<file path="src/rtl/fb_pixel_writer_if.sv">
// rtl/fb_pixel_writer_if.sv - pixel stream and frame-buffer RAM write port bundle
// Purpose: groups the pixel stream handshake and the RAM write port of fb_pixel_writer.
// Signals:
//   s_valid, s_ready, s_data, s_sof   raster-ordered pixel stream
//   mem_busy                          RAM arbiter stall for this cycle
//   wr_en, wr_addr, wr_data           RAM write port
// Modports: slave = the pixel writer, master = its environment (source and RAM).
interface fb_pixel_writer_if #(
    parameter int ADDR_W = 19,
    parameter int DATA_W = 8
);
    logic              s_valid;
    logic              s_ready;
    logic [DATA_W-1:0] s_data;
    logic              s_sof;
    logic              mem_busy;
    logic              wr_en;
    logic [ADDR_W-1:0] wr_addr;
    logic [DATA_W-1:0] wr_data;

    modport master (
        output s_valid, s_data, s_sof, mem_busy,
        input  s_ready, wr_en, wr_addr, wr_data
    );

    modport slave (
        input  s_valid, s_data, s_sof, mem_busy,
        output s_ready, wr_en, wr_addr, wr_data
    );
endinterface

</file>
<file path="src/rtl/fb_pixel_writer.sv">
// rtl/fb_pixel_writer.sv - frame buffer write side, raster stream to linear RAM addresses
// Purpose: stores a raster-ordered grayscale pixel stream into the frame buffer at
//   y*H_ACTIVE+x, generating the address incrementally, and flags frame completion.
// Ports:
//   clk_25      pixel clock
//   n_rst       asynchronous active-low reset
//   px          fb_pixel_writer_if.slave (stream in, RAM write port out)
//   frame_done  1-cycle pulse with the write of the last pixel of a frame
//   sof_error   1-cycle pulse with the write of a start-of-frame beat that arrived mid-frame
//   busy        high while a frame is in progress (registered, one cycle behind the state)
module fb_pixel_writer #(
    parameter int H_ACTIVE = 640,
    parameter int V_ACTIVE = 480,
    parameter int ADDR_W   = 19,
    parameter int DATA_W   = 8
) (
    input  logic                clk_25,
    input  logic                n_rst,
    fb_pixel_writer_if.slave    px,
    output logic                frame_done,
    output logic                sof_error,
    output logic                busy
);
    typedef enum logic {IDLE, WRITE} state_t;

    localparam logic [9:0] X_LAST = 10'(H_ACTIVE - 1);
    localparam logic [9:0] Y_LAST = 10'(V_ACTIVE - 1);

    state_t            state, state_n;
    logic [9:0]        x, x_n;
    logic [9:0]        y, y_n;
    logic [ADDR_W-1:0] addr_cnt, addr_n;
    logic              wr_en_n;
    logic [ADDR_W-1:0] wr_addr_n;
    logic [DATA_W-1:0] wr_data_n;
    logic              frame_done_n;
    logic              sof_error_n;
    logic              accept;

    // The stall comes straight from the arbiter, so readiness never depends on state.
    assign px.s_ready = !px.mem_busy;
    assign accept     = px.s_valid && !px.mem_busy;

    always_ff @(posedge clk_25 or negedge n_rst) begin
        if (!n_rst) begin
            state      <= IDLE;
            x          <= '0;
            y          <= '0;
            addr_cnt   <= '0;
            px.wr_en   <= 1'b0;
            px.wr_addr <= '0;
            px.wr_data <= '0;
            frame_done <= 1'b0;
            sof_error  <= 1'b0;
            busy       <= 1'b0;
        end else begin
            state      <= state_n;
            x          <= x_n;
            y          <= y_n;
            addr_cnt   <= addr_n;
            px.wr_en   <= wr_en_n;
            px.wr_addr <= wr_addr_n;
            px.wr_data <= wr_data_n;
            frame_done <= frame_done_n;
            sof_error  <= sof_error_n;
            busy       <= (state == WRITE);
        end
    end

    always_comb begin
        state_n      = state;
        x_n          = x;
        y_n          = y;
        addr_n       = addr_cnt;
        wr_en_n      = 1'b0;
        wr_addr_n    = px.wr_addr;
        wr_data_n    = px.wr_data;
        frame_done_n = 1'b0;
        sof_error_n  = 1'b0;

        if (accept) begin
            if (px.s_sof) begin
                // Start of frame wins over everything, including the final-pixel position.
                sof_error_n = (state == WRITE);
                wr_en_n     = 1'b1;
                wr_addr_n   = '0;
                wr_data_n   = px.s_data;
                x_n         = 10'd1;
                y_n         = '0;
                addr_n      = ADDR_W'(1);
                state_n     = WRITE;
            end else if (state == WRITE) begin
                wr_en_n   = 1'b1;
                wr_addr_n = addr_cnt;
                wr_data_n = px.s_data;
                if (x == X_LAST && y == Y_LAST) begin
                    frame_done_n = 1'b1;
                    x_n          = '0;
                    y_n          = '0;
                    addr_n       = '0;
                    state_n      = IDLE;
                end else begin
                    if (x == X_LAST) begin
                        x_n = '0;
                        y_n = y + 10'd1;
                    end else begin
                        x_n = x + 10'd1;
                    end
                    addr_n = addr_cnt + ADDR_W'(1);
                end
            end
            // Beats without a start-of-frame while idle are dropped on purpose.
        end
    end
endmodule

</file>
<file path="src/flat_wrapper.sv">
// flat-port wrapper written by rule: the top's interface ports become plain ports
module fb_pixel_writer_flat 
#(
    parameter int H_ACTIVE = 640,
    parameter int V_ACTIVE = 480,
    parameter int ADDR_W   = 19,
    parameter int DATA_W   = 8
)
  (clk_25, n_rst, frame_done, sof_error, busy, px_s_valid, px_s_data, px_s_sof, px_mem_busy, px_s_ready, px_wr_en, px_wr_addr, px_wr_data);
  fb_pixel_writer_if #(.ADDR_W(ADDR_W), .DATA_W(DATA_W)) px_i ();
  input  logic clk_25;
  input  logic n_rst;
  output logic frame_done;
  output logic sof_error;
  output logic busy;
  input wire logic [$bits(px_i.s_valid)-1:0] px_s_valid;
  input wire logic [$bits(px_i.s_data)-1:0] px_s_data;
  input wire logic [$bits(px_i.s_sof)-1:0] px_s_sof;
  input wire logic [$bits(px_i.mem_busy)-1:0] px_mem_busy;
  output wire logic [$bits(px_i.s_ready)-1:0] px_s_ready;
  output wire logic [$bits(px_i.wr_en)-1:0] px_wr_en;
  output wire logic [$bits(px_i.wr_addr)-1:0] px_wr_addr;
  output wire logic [$bits(px_i.wr_data)-1:0] px_wr_data;
  assign px_i.s_valid = px_s_valid;
  assign px_i.s_data = px_s_data;
  assign px_i.s_sof = px_s_sof;
  assign px_i.mem_busy = px_mem_busy;
  assign px_s_ready = px_i.s_ready;
  assign px_wr_en = px_i.wr_en;
  assign px_wr_addr = px_i.wr_addr;
  assign px_wr_data = px_i.wr_data;
  fb_pixel_writer #(.H_ACTIVE(H_ACTIVE), .V_ACTIVE(V_ACTIVE), .ADDR_W(ADDR_W), .DATA_W(DATA_W)) u_core (.clk_25(clk_25), .n_rst(n_rst), .px(px_i), .frame_done(frame_done), .sof_error(sof_error), .busy(busy));
endmodule
</file>
<file path="config.mk">
export PLATFORM = sky130hd
export DESIGN_NAME = fb_pixel_writer_flat
export DESIGN_NICKNAME = d
export VERILOG_FILES = /design/src/rtl/fb_pixel_writer_if.sv /design/src/rtl/fb_pixel_writer.sv /design/src/flat_wrapper.sv
export SDC_FILE = /design/constraint.sdc
export NUM_CORES = 1
export LEC_CHECK = 0
export BUFFER_PORTS_ARGS = -buffer_cell sky130_fd_sc_hd__buf_2
export CAP_MARGIN = 20
export CORE_ASPECT_RATIO = 2
export CORE_MARGIN = 5
export CORE_UTILIZATION = 24
export DETAILED_ROUTE_END_ITERATION = 8
export PLACE_DENSITY = 0.36
export SYNTH_ARGS = -nofsm -noshare
export SYNTH_HDL_FRONTEND = slang
export SYNTH_SLANG_ARGS = --single-unit
</file>
<file path="constraint.sdc">
create_clock -name clk_25 -period 2.2 [get_ports clk_25]
set_input_delay 0 -clock clk_25 [delete_from_list [all_inputs] [get_ports clk_25]]
set_output_delay 0 -clock clk_25 [all_outputs]
set_load 0.1 [all_outputs]
</file>
==> flow_metrics.env <==
export IMPL_start_util_pct=24.4
export IMPL_cts_buffer_depth=2
export IMPL_place_gp_congestion=0.757
export IMPL_critPathKind="flip-flop to flip-flop"
export IMPL_hold_viol_final=0
export IMPL_crit_slowest_cell="dfrtp_1"
export IMPL_vdd_drop_max_mv=0.311
export IMPL_worstHoldStart="px_mem_busy"
export IMPL_setup_violations_final=0
export IMPL_power_density_nw_per_um2=852
export IMPL_skew_ns=0.00907
export IMPL_synth_area_leaders="dfrtp_1 54%, a22o_1 7.5%, nand2_1 5.4%"
export IMPL_worst_pin_slew_ns=0.483
export IMPL_synth_edf_count=0
export IMPL_cap_violations=0
export IMPL_wl_um=8850
export IMPL_top_usage_layer="met2"
export IMPL_relSlewSlack_pct=67.6
export IMPL_cp_start_kind="flip-flop"
export IMPL_first_global_vias=2817
export IMPL_synth_area_um2=3280
export IMPL_regToRegEndpoint="u_core.addr_cnt[16]"
export IMPL_n_antenna_cell=0
export IMPL_slew_viol_final=0
export IMPL_layout_drive_gt1_share_pct=22.7
export IMPL_hold_path_class="primary input to flip-flop"
export IMPL_r2r_setup_slack_ns=0.15
export IMPL_grt_max_degree=72
export IMPL_vias=2666
export IMPL_numPortBuffers=44
export IMPL_met1_usage_pct=12.1
export IMPL_syn_area_per_cell_um2=10.3
export IMPL_synth_flop_cell="dfrtp_1"
export IMPL_place_inst=517
export IMPL_cts_setup_buffers=0
export IMPL_met3_usage_pct=1.67
export IMPL_worst_path_buf_inv=1
export IMPL_wl_per_cell_um=16.3
export IMPL_num_rows=60
export IMPL_coreArea_um2=13400
export IMPL_cts_tree="built"
export IMPL_synth_async_sr_flop_share_pct=100
export IMPL_die_y_um=175
export IMPL_synth_most_common_cell="dfrtp_1"
export IMPL_cp_top_family="simple AND/OR/NAND/NOR gates"
export IMPL_crit_chain="ha_1, nand4_1, nor4_1, buf_4, nand3_1, xnor2_1, a22o_1"
export IMPL_clk_latency_ns=0.33
export IMPL_die_width_um=92.7
export IMPL_grtUsageTotal_pct=11.7
export IMPL_yosys_area_top_type="dfrtp_1"
export IMPL_grt_pass1_wl_um=14800
export IMPL_io_pins=45
export IMPL_cts_inserted_buffers=9
export IMPL_seq_area_frac_synth_pct=54.2
export IMPL_htreeDepth=3
export IMPL_clk_pin_slew_ns=0.06
export IMPL_drc_errors=0
export IMPL_synthTopCellsByCount="71 x dfrtp_1, 47 x nand2_1, 28 x a22o_1, 21 x nor2_1"
export IMPL_antenna_found_initial=0
export IMPL_tns_ns=0
export IMPL_num_fill_cells=1401
export IMPL_ys_seq_elements=71
export IMPL_period_share_pct=93.0
export IMPL_synth_fp_nets=335
export IMPL_die_area_um2=16200
export IMPL_fin_cells=542
export IMPL_synth_top_cell_area_share_pct=54.2
export IMPL_grt_ovfl_total=0
export IMPL_min_period_ns=2.05
export IMPL_ant_nets=0
export IMPL_p_leak_nw=1.96
export IMPL_cts_sinks=71
export IMPL_reg2reg_depth=7
export IMPL_gr_usage_met2_pct=22.9
export IMPL_critPathMaxStageDelay_ns=0.41
export IMPL_drtIter0Drc=64
export IMPL_yosys_warnings=0
export IMPL_syn_inst=319
export IMPL_syn2layout_area_growth_pct=27.6
export IMPL_r2r_start="u_core.addr_cnt[0]"
export IMPL_worst_setup_path_end_kind="flip-flop"
export IMPL_drt_pass1_iterations=5
export IMPL_cts_root_buf="clkbuf_16"
export IMPL_fin_nets=398
export IMPL_cp_max_fo=5
export IMPL_synth_cell_type_count=42
export IMPL_min_path_cells=4
export IMPL_arrival_ns=2.26
export IMPL_min_to="u_core.state"
export IMPL_post_dp_hpwl_um=6130
export IMPL_required_ns=2.42
export IMPL_avgViaCountPerCell=4.92
export IMPL_status="complete, no violations"
export IMPL_fmax_ghz=0.489
export IMPL_rsz0062_at_grt="false"
repair_timing:
item,CTS,global route
hold buffers,9,0
endpoints found under the setup margin,0,10
resized for setup,0,4
hold endpoints to repair,79,0
cells by family (layout without fill, tap and decap cells):
family / Yosys count / in the layout / share of synthesized area, %
and+or+nand+nor: 130 / 130 / 20.3
AOI/OAI and AO/OA: 76 / 76 / 16.4
DFF: 71 / 71 / 54.2
buffers and inverters: 21 / 89 / 2.86
xor gates and xnor gates: 11 / 11 / 2.94
muxes: 7 / 7 / 2.17
adders and majority gates: 3 / 3 / 1.14
state kept, by name, indices dropped and copies added (netlist names):
signal and cells:
u_core.px.wr_addr 19, u_core.frame_done 1, u_core.busy 1, u_core.x 10, u_core.addr_cnt 19, u_core.px.wr_en 1, u_core.px.wr_data 8, u_core.y 10
u_core.state 1, u_core.sof_error 1
how the worst max path moves through the flow:
stage | end | cells after the start | from | slack [ns]
2_1_floorplan | u_core.y[3] | 7 | u_core.y[0] | 0.30
3_3_place_gp | u_core.addr_cnt[16] | 7 | u_core.addr_cnt[0] | 0.12
3_5_place_dp | u_core.addr_cnt[16] | 7 | u_core.addr_cnt[0] | 0.09
4_1_cts | u_core.addr_cnt[16] | 7 | u_core.addr_cnt[0] | 0.07
5_1_grt | u_core.addr_cnt[9] | 7 | u_core.y[1] | 0.003
6_report | u_core.addr_cnt[16] | 7 | u_core.addr_cnt[0] | 0.15
metal layers:
layer	wire length [um]	part of all wire, %	up-vias
met4	176	2.0	0
li1	-	-	1272
met3	126	1.4	13
met5	0	0	-
met1	3270	37	1359
met2	5280	60	22
layout make-up:
| cell class | count | area, um^2 | share of cell area (%) |
|---|---|---|---|
| flip-flops and latches | 71 | 1780 | 42.5 |
| multi-input cells | 227 | 1450 | 34.5 |
| clock buffers | 11 | 253 | 6.04 |
| clock inverters | 5 | 56.3 | 1.35 |
| inverters | 4 | 15.0 | 0.359 |
| well taps | 155 | 194 | 4.63 |
| repair buffers | 69 | 445 | 10.6 |
worst min-delay path, delay by kind of cell:
kind            cells  cell delay [ns]
simple gates        2             0.17
buf+inv             1             0.09
compound gates      1             0.10
stage by stage:
stage / hold WS (ns) / total power (W) / cell area, um^2 / utilization (%) / setup WS (ns)
2_1_floorplan: -0.296 / 0.00191 / 3280 / - / 0.297
3_3_place_gp: 0.0508 / 0.00208 / 3760 / 28.0 / 0.115
3_5_place_dp: 0.0548 / 0.00208 / 3760 / 28.0 / 0.0874
4_1_cts: 0.0607 / 0.00363 / 4160 / 31.0 / 0.0662
5_1_grt: 0.0887 / 0.00374 / 4190 / 31.1 / 0.00304
6_report: 0.0655 / 0.00357 / 4190 / 31.1 / 0.154
report_power, final:
group / switching, W / internal (W)
clock network: 0.000570 / 0.000938
logic: 0.000470 / 0.000128
registers: 0.0000731 / 0.00139
total: 0.00111 / 0.00245
layout by cell type (no fill, tap or decap), types with 3 or more instances in the layout:
cell | netlist | routed
buf_2 | 3 | 43
dlygate4sd3_1 | 0 | 9
nand2_1 | 47 | 47
o21ai_0 | 17 | 16
nand4_1 | 12 | 12
a21oi_1 | 10 | 9
inv_1 | 3 | 3
nor3_1 | 3 | 3
dfrtp_1 | 71 | 71
mux2i_1 | 6 | 6
buf_4 | 3 | 16
nand3_1 | 17 | 17
a22o_1 | 28 | 28
xor2_1 | 9 | 9
nor2_1 | 21 | 21
nand2b_1 | 4 | 4
clkbuf_16 | 0 | 9
and2_1 | 4 | 4
a21o_1 | 7 | 7
a211oi_1 | 6 | 6
and3_1 | 7 | 7
(Power assumes the default switching activity.)
